`config.mk`:
```
export PLATFORM = sky130hd
export DESIGN_NAME = xor_gate_stream_flat
export DESIGN_NICKNAME = d
export VERILOG_FILES = /design/src/rtl/xor_stream_pkg.sv /design/src/rtl/xor_gate_stream_if.sv /design/src/rtl/xor_combine_bits.sv /design/src/rtl/xor_gate_stream.sv /design/src/flat_wrapper.sv
export SDC_FILE = /design/constraint.sdc
export NUM_CORES = 1
export LEC_CHECK = 0
export BUFFER_PORTS_ARGS = -buffer_cell sky130_fd_sc_hd__buf_4
export CAP_MARGIN = 20
export CORE_UTILIZATION = 52
export CTS_CLUSTER_DIAMETER = 50
export DETAILED_ROUTE_END_ITERATION = 7
export PLACE_DENSITY = 0.79
export SLEW_MARGIN = 20
export SYNTH_ARGS = -nofsm -noshare
export SYNTH_HDL_FRONTEND = slang
export SYNTH_SLANG_ARGS = --single-unit
```
`constraint.sdc`:
```
create_clock -name clock -period 1.66 [get_ports clock]
set_clock_uncertainty 0.05 [all_clocks]
set_input_delay 0.083 -clock clock [delete_from_list [all_inputs] [get_ports clock]]
set_output_delay 0.083 -clock clock [all_outputs]
set_load 0.02 [all_outputs]
```
`src/rtl/xor_stream_pkg.sv`:
```
// Shared constants and helpers for the xor_gate_stream block.
// XOR_STREAM_BEATCNT_EN enables the beat counter in users of this package.
package xor_stream_pkg;

  typedef enum logic {
    STATE_IDLE  = 1'b0,
    STATE_ACCUM = 1'b1
  } state_e;

  localparam int unsigned BEAT_CNT_W = 8;
  localparam logic [BEAT_CNT_W-1:0] BEAT_CNT_MAX = BEAT_CNT_W'(255);

  localparam int unsigned MODE_XOR    = 0;
  localparam int unsigned MODE_ONEHOT = 1;

  // Increment that sticks at BEAT_CNT_MAX instead of wrapping.
  function automatic logic [BEAT_CNT_W-1:0] sat_inc(input logic [BEAT_CNT_W-1:0] v);
    return (v == BEAT_CNT_MAX) ? v : v + BEAT_CNT_W'(1);
  endfunction

endpackage

```
`src/rtl/xor_gate_stream_if.sv`:
```
// Input beat / output frame-result stream bundle for xor_gate_stream.
// out_beats exists only when XOR_STREAM_BEATCNT_EN is defined.
interface xor_gate_stream_if #(
  parameter int unsigned NR_OF_INPUTS = 2,
  parameter int unsigned WIDTH        = 8
);

  logic                          in_valid;
  logic                          in_ready;
  logic [NR_OF_INPUTS*WIDTH-1:0] in_data;
  logic                          in_last;
  logic                          out_valid;
  logic                          out_ready;
  logic [WIDTH-1:0]              out_data;
`ifdef XOR_STREAM_BEATCNT_EN
  import xor_stream_pkg::*;
  logic [BEAT_CNT_W-1:0]         out_beats;
`endif

  modport master (
    output in_valid, in_data, in_last, out_ready,
    input  in_ready, out_valid, out_data
`ifdef XOR_STREAM_BEATCNT_EN
    , out_beats
`endif
  );

  modport slave (
    input  in_valid, in_data, in_last, out_ready,
    output in_ready, out_valid, out_data
`ifdef XOR_STREAM_BEATCNT_EN
    , out_beats
`endif
  );

endinterface

```
`src/rtl/xor_combine_bits.sv`:
```
// Per-bit-position bubble inversion and combine (odd parity or exactly-one-high)
// across NR_OF_INPUTS operand words; purely combinational.
module xor_combine_bits
  import xor_stream_pkg::*;
#(
  parameter int unsigned             NR_OF_INPUTS = 2,
  parameter int unsigned             WIDTH        = 8,
  parameter logic [NR_OF_INPUTS-1:0] BUBBLES_MASK = '0,
  parameter int unsigned             ONEHOT       = MODE_XOR
) (
  input  logic [NR_OF_INPUTS*WIDTH-1:0] i_data,
  output logic [WIDTH-1:0]              o_beat_c
);

  // Running parity, "any seen" and "more than one seen" chained per operand.
  for (genvar g = 0; g < NR_OF_INPUTS; g++) begin : g_in
    logic [WIDTH-1:0] w_op;
    logic [WIDTH-1:0] w_par;
    logic [WIDTH-1:0] w_any;
    logic [WIDTH-1:0] w_multi;

    assign w_op = i_data[g*WIDTH +: WIDTH] ^ {WIDTH{BUBBLES_MASK[g]}};

    if (g == 0) begin : g_first
      assign w_par   = w_op;
      assign w_any   = w_op;
      assign w_multi = '0;
    end else begin : g_next
      assign w_par   = g_in[g-1].w_par ^ w_op;
      assign w_any   = g_in[g-1].w_any | w_op;
      assign w_multi = g_in[g-1].w_multi | (g_in[g-1].w_any & w_op);
    end
  end

  if (ONEHOT == MODE_ONEHOT) begin : g_onehot
    assign o_beat_c = g_in[NR_OF_INPUTS-1].w_any & ~g_in[NR_OF_INPUTS-1].w_multi;
  end else begin : g_xor
    assign o_beat_c = g_in[NR_OF_INPUTS-1].w_par;
  end

endmodule

```
`src/rtl/xor_gate_stream.sv`:
```
// Streaming bubbled XOR / one-hot combiner with per-frame XOR accumulation.
// Define XOR_STREAM_BEATCNT_EN to add the saturating beat counter and out_beats.
module xor_gate_stream
  import xor_stream_pkg::*;
#(
  parameter int unsigned             NR_OF_INPUTS = 2,
  parameter int unsigned             WIDTH        = 8,
  parameter logic [NR_OF_INPUTS-1:0] BUBBLES_MASK = '0,
  parameter int unsigned             ONEHOT       = MODE_XOR
) (
  input logic              clock,
  input logic              reset_n,
  xor_gate_stream_if.slave bus
);

  state_e           r_state, w_state_nxt;
  logic [WIDTH-1:0] r_acc, w_acc_nxt, w_acc_base;
  logic             r_out_valid, w_out_valid_nxt;
  logic [WIDTH-1:0] r_out_data, w_out_data_nxt;
  logic [WIDTH-1:0] w_beat;
  logic             w_in_ready_c;
  logic             w_accept;
`ifdef XOR_STREAM_BEATCNT_EN
  logic [BEAT_CNT_W-1:0] r_cnt, w_cnt_nxt, w_cnt_inc;
  logic [BEAT_CNT_W-1:0] r_out_beats, w_out_beats_nxt;
`endif

  xor_combine_bits #(
    .NR_OF_INPUTS (NR_OF_INPUTS),
    .WIDTH        (WIDTH),
    .BUBBLES_MASK (BUBBLES_MASK),
    .ONEHOT       (ONEHOT)
  ) u_combine (
    .i_data   (bus.in_data),
    .o_beat_c (w_beat)
  );

  // Stall everything while a result waits; allows take-and-reload in one cycle.
  assign w_in_ready_c  = !r_out_valid || bus.out_ready;
  assign w_accept      = bus.in_valid && w_in_ready_c;
  assign bus.in_ready  = w_in_ready_c;
  assign bus.out_valid = r_out_valid;
  assign bus.out_data  = r_out_data;
`ifdef XOR_STREAM_BEATCNT_EN
  assign bus.out_beats = r_out_beats;
`endif

  always_ff @(posedge clock or negedge reset_n) begin
    if (!reset_n) begin
      r_state     <= STATE_IDLE;
      r_acc       <= '0;
      r_out_valid <= 1'b0;
      r_out_data  <= '0;
`ifdef XOR_STREAM_BEATCNT_EN
      r_cnt       <= '0;
      r_out_beats <= '0;
`endif
    end else begin
      r_state     <= w_state_nxt;
      r_acc       <= w_acc_nxt;
      r_out_valid <= w_out_valid_nxt;
      r_out_data  <= w_out_data_nxt;
`ifdef XOR_STREAM_BEATCNT_EN
      r_cnt       <= w_cnt_nxt;
      r_out_beats <= w_out_beats_nxt;
`endif
    end
  end

  always_comb begin
    w_state_nxt     = r_state;
    w_acc_nxt       = r_acc;
    w_out_valid_nxt = r_out_valid;
    w_out_data_nxt  = r_out_data;
    w_acc_base      = (r_state == STATE_ACCUM) ? r_acc : '0;
`ifdef XOR_STREAM_BEATCNT_EN
    w_cnt_nxt       = r_cnt;
    w_out_beats_nxt = r_out_beats;
    w_cnt_inc       = sat_inc((r_state == STATE_ACCUM) ? r_cnt : '0);
`endif

    if (r_out_valid && bus.out_ready) begin
      w_out_valid_nxt = 1'b0;
    end

    if (w_accept) begin
      if (bus.in_last) begin
        w_out_valid_nxt = 1'b1;
        w_out_data_nxt  = w_acc_base ^ w_beat;
        w_acc_nxt       = '0;
        w_state_nxt     = STATE_IDLE;
`ifdef XOR_STREAM_BEATCNT_EN
        w_out_beats_nxt = w_cnt_inc;
        w_cnt_nxt       = '0;
`endif
      end else begin
        w_acc_nxt       = w_acc_base ^ w_beat;
        w_state_nxt     = STATE_ACCUM;
`ifdef XOR_STREAM_BEATCNT_EN
        w_cnt_nxt       = w_cnt_inc;
`endif
      end
    end
  end

endmodule

```
`src/flat_wrapper.sv`:
```
// flat-port wrapper written by rule: the top's interface ports become plain ports
module xor_gate_stream_flat import xor_stream_pkg::*;
#(
  parameter int unsigned             NR_OF_INPUTS = 2,
  parameter int unsigned             WIDTH        = 8,
  parameter logic [NR_OF_INPUTS-1:0] BUBBLES_MASK = '0,
  parameter int unsigned             ONEHOT       = MODE_XOR
)
  (clock, reset_n, bus_in_valid, bus_in_data, bus_in_last, bus_out_ready, bus_in_ready, bus_out_valid, bus_out_data);
  xor_gate_stream_if #(.NR_OF_INPUTS(NR_OF_INPUTS), .WIDTH(WIDTH)) bus_i ();
  input logic clock;
  input logic reset_n;
  input wire logic [$bits(bus_i.in_valid)-1:0] bus_in_valid;
  input wire logic [$bits(bus_i.in_data)-1:0] bus_in_data;
  input wire logic [$bits(bus_i.in_last)-1:0] bus_in_last;
  input wire logic [$bits(bus_i.out_ready)-1:0] bus_out_ready;
  output wire logic [$bits(bus_i.in_ready)-1:0] bus_in_ready;
  output wire logic [$bits(bus_i.out_valid)-1:0] bus_out_valid;
  output wire logic [$bits(bus_i.out_data)-1:0] bus_out_data;
  assign bus_i.in_valid = bus_in_valid;
  assign bus_i.in_data = bus_in_data;
  assign bus_i.in_last = bus_in_last;
  assign bus_i.out_ready = bus_out_ready;
  assign bus_in_ready = bus_i.in_ready;
  assign bus_out_valid = bus_i.out_valid;
  assign bus_out_data = bus_i.out_data;
  xor_gate_stream #(.NR_OF_INPUTS(NR_OF_INPUTS), .WIDTH(WIDTH), .BUBBLES_MASK(BUBBLES_MASK), .ONEHOT(ONEHOT)) u_core (.clock(clock), .reset_n(reset_n), .bus(bus_i));
endmodule
```
==> impl_metrics.csv <==
group,metric,value,unit
yosys,yosysWarnings,0,
final_layout,drive_gt1_share,35.1,%
final_layout,area_growth,22.5,%
floorplan,die_h,50.3,um
placed_design,place.gp.congestion,0.725,
grt,grt_use_total,22.0,%
clock_network,post-cts-setup-buffers,0,
route,vias_per_cell,5.46,
pwr,powerDensity,1190,mW/mm^2
setup_path,end_kind,"flop",
outcome,status,"finished, final reports clean",
yosys,synth.distinct_cells,19,
timing,fin_setup_tns,0,ns
yosys,synthesis.instances,102,
pwr,peakVddDrop,0.000714,V
pwr,p_leak,0.000769,uW
clock_network,cts.clk_slew.worst_paths,0.11,ns
route,vias,885,
yosys,ys_seq_elements,18,
floorplan,dieArea,0.00253,mm^2
floorplan,ios,31,
placed_design,numPortBuffers,30,
min_path,hold_class,"in2async",
setup_path,worst_ep_arrival_time,1.68,ns
placed_design,pre_cts_ws,0.185,ns
yosys,ys_seq_area_share,37.1,%
grt,grt_pass1_vias,921,
timing,max_freq,668,MHz
timing,timing.final.ws_setup,0.164,ns
timing,finalCritPeriodShare,90.1,%
floorplan,start_util,54.9,%
placed_design,place_hpwl,1.76,mm
grt,grt_pass1_wl,4.16,mm
route,drc,0,
pwr,comb_power_share,44.5,%
grt,antenna_found_initial,0,
clock_network,hold_buffers,1,
setup_path,worstRegToRegCells,4,
route,dr.pass1.iters,4,
grt,grt-ovfl-total,0,
timing,final_hold_viol_count,0,
yosys,syn_area,0.00121,mm^2
route,ant_nets,0,
timing,finalWorstPathRequiredPeriod,1.50,ns
setup_path,required,1.85,ns
pwr,power_frac_seq,40.1,%
grt,grt_max_degree,19,
setup_path,startpoint_type,"flop",
pwr,swShare,33.3,%
route,drt_iter0_markers,10,
clock_network,cts_resized,0,
route,wl_per_cell,14.7,um
final_layout,most-common-layout-cells,"33 x buf_4, 18 x dfrtp_1, 10 x nand2_1",
final_layout,diodes,0,
clock_network,cts.sinks,18,
floorplan,row_count,17,
setup_path,path_class,"reg2reg",
yosys,synth_nets,123,
job,cap_violations,0,
timing,maxSlewViolCount,0,
final_layout,nets,156,
setup_path,critPathMaxFanout,6,
pwr,clkPwrFrac,15.4,%
clock_network,cts_buffer_depth,2,
yosys,syn_area_per_cell,11.9,um^2
floorplan,core,0.00221,mm^2
clock_network,clk_latency,0.29,ns
timing,relSlewSlack,76.9,%
clock_network,htreeDepth,1,
timing,finalSetupViolCount,0,
clock_network,cts_tree,"built",
final_layout,final_common_cell,"buf_4",
timing,rsz0062_at_grt,"no",
pwr,p_int,1180,uW
pwr,p_sw,587,uW
clock_network,numCtsBuffers,3,
route,drt_wl_total,2.38,mm
clock_network,cts_root_buf,"clkbuf_4",
timing,worst_pin_slew,0.346,ns
floorplan,die_width,50.3,um
==> Yosys cell counts, drive strengths merged <==
| library cell | instances | area share [%] |
|---|---|---|
| inv | 1 | 0.31 |
| xnor3 | 8 | 15 |
| clkbuf | 1 | 0.31 |
| nor2 | 8 | 2.5 |
| nand3 | 1 | 0.82 |
| nor3b | 8 | 4.9 |
| mux2 | 8 | 7.4 |
| and4 | 8 | 5.8 |
| nand2b | 1 | 0.52 |
| xnor2 | 8 | 5.8 |
| xor2 | 8 | 5.8 |
| nand2 | 10 | 3.1 |
| buf | 5 | 4.3 |
| a21boi | 1 | 0.62 |
| a211o | 8 | 5.9 |
| dfrtp | 18 | 37 |
==> sequential cells by signal, summed over array words and instances (netlist names) <==
name / cells
u_core.r_state: 1
u_core.bus.out_valid: 1
u_core.bus.out_data: 8
u_core.r_acc: 8
==> final cells by class <==
cell class	instances	area, um^2
timing repair buffer	34	258
tap	28	35.0
multi-input combinational	77	703
clock buffer	4	36.3
inverter	1	3.75
sequential	18	450
fill	180	726
==> per-stage QoR <==
step	total power [uW]	cell area [um^2]	util, %	hold slack, ns	std cells
global placement	1470	1440	65.1	-0.0807	157
CTS	1780	1490	67.2	0.135	162
finish	1760	1490	67.2	0.134	162
floorplan	1240	1210	-	-0.263	102
detailed placement	1510	1440	65.1	-0.0814	157
global route	1880	1490	67.2	0.143	162
==> cells by family after synthesis <==
kind of cell / count (synthesis) / synth area share [%]
compound gates: 9 / 6.50
xor+xnor: 24 / 26.4
buf+inv: 7 / 4.95
flops: 18 / 37.1
mux: 8 / 7.42
simple gates: 36 / 17.6
==> power by group through the flow <==
stage                     clock network [uW]  logic [uW]  registers [uW]
after global placement                     0         767             704
after floorplan                            0         426             810
after detailed placement                   0         788             717
after global routing                     294         851             731
after CTS                                281         793             708
final                                    272         784             707
==> worst paths after layout <==
kind | from | to | slack [ns]
min in group clock | bus_in_valid | u_core.r_acc[5]$_DFFE_PN0P_ | 0.19
setup reg to reg | u_core.r_state$_DFFE_PN0P_ | u_core.r_acc[6]$_DFFE_PN0P_ | 0.16
setup / recovery | u_core.r_state$_DFFE_PN0P_ | u_core.r_acc[6]$_DFFE_PN0P_ | 0.16
hold / removal | reset_n | u_core.bus.out_data[4]$_DFFE_PN0P_ | 0.13
hold reg to reg | u_core.bus.out_data[3]$_DFFE_PN0P_ | u_core.bus.out_data[3]$_DFFE_PN0P_ | 0.47
max in group asynchronous | reset_n | u_core.r_acc[0]$_DFFE_PN0P_ | 1.23
==> per-layer routing <==
metal  part of all wire, %  vias to the layer above  wire length (um)  track usage (%)
li1                      -                      426                 -                -
met1                    44                      431              1050             25.4
met2                    51                       26              1220             40.7
met3                   4.2                        2               101             3.94
met4                  0.63                        0                15             6.94
met5                     0                        -                 0                0
==> critical path, stage by stage (launching register included) <==
cell	delay (ns)
dfrtp_1	0.47
buf_4	0.18
xnor3_1	0.41
nor3b_1	0.23
a211o_1	0.12
(Power assumes the default switching activity.)
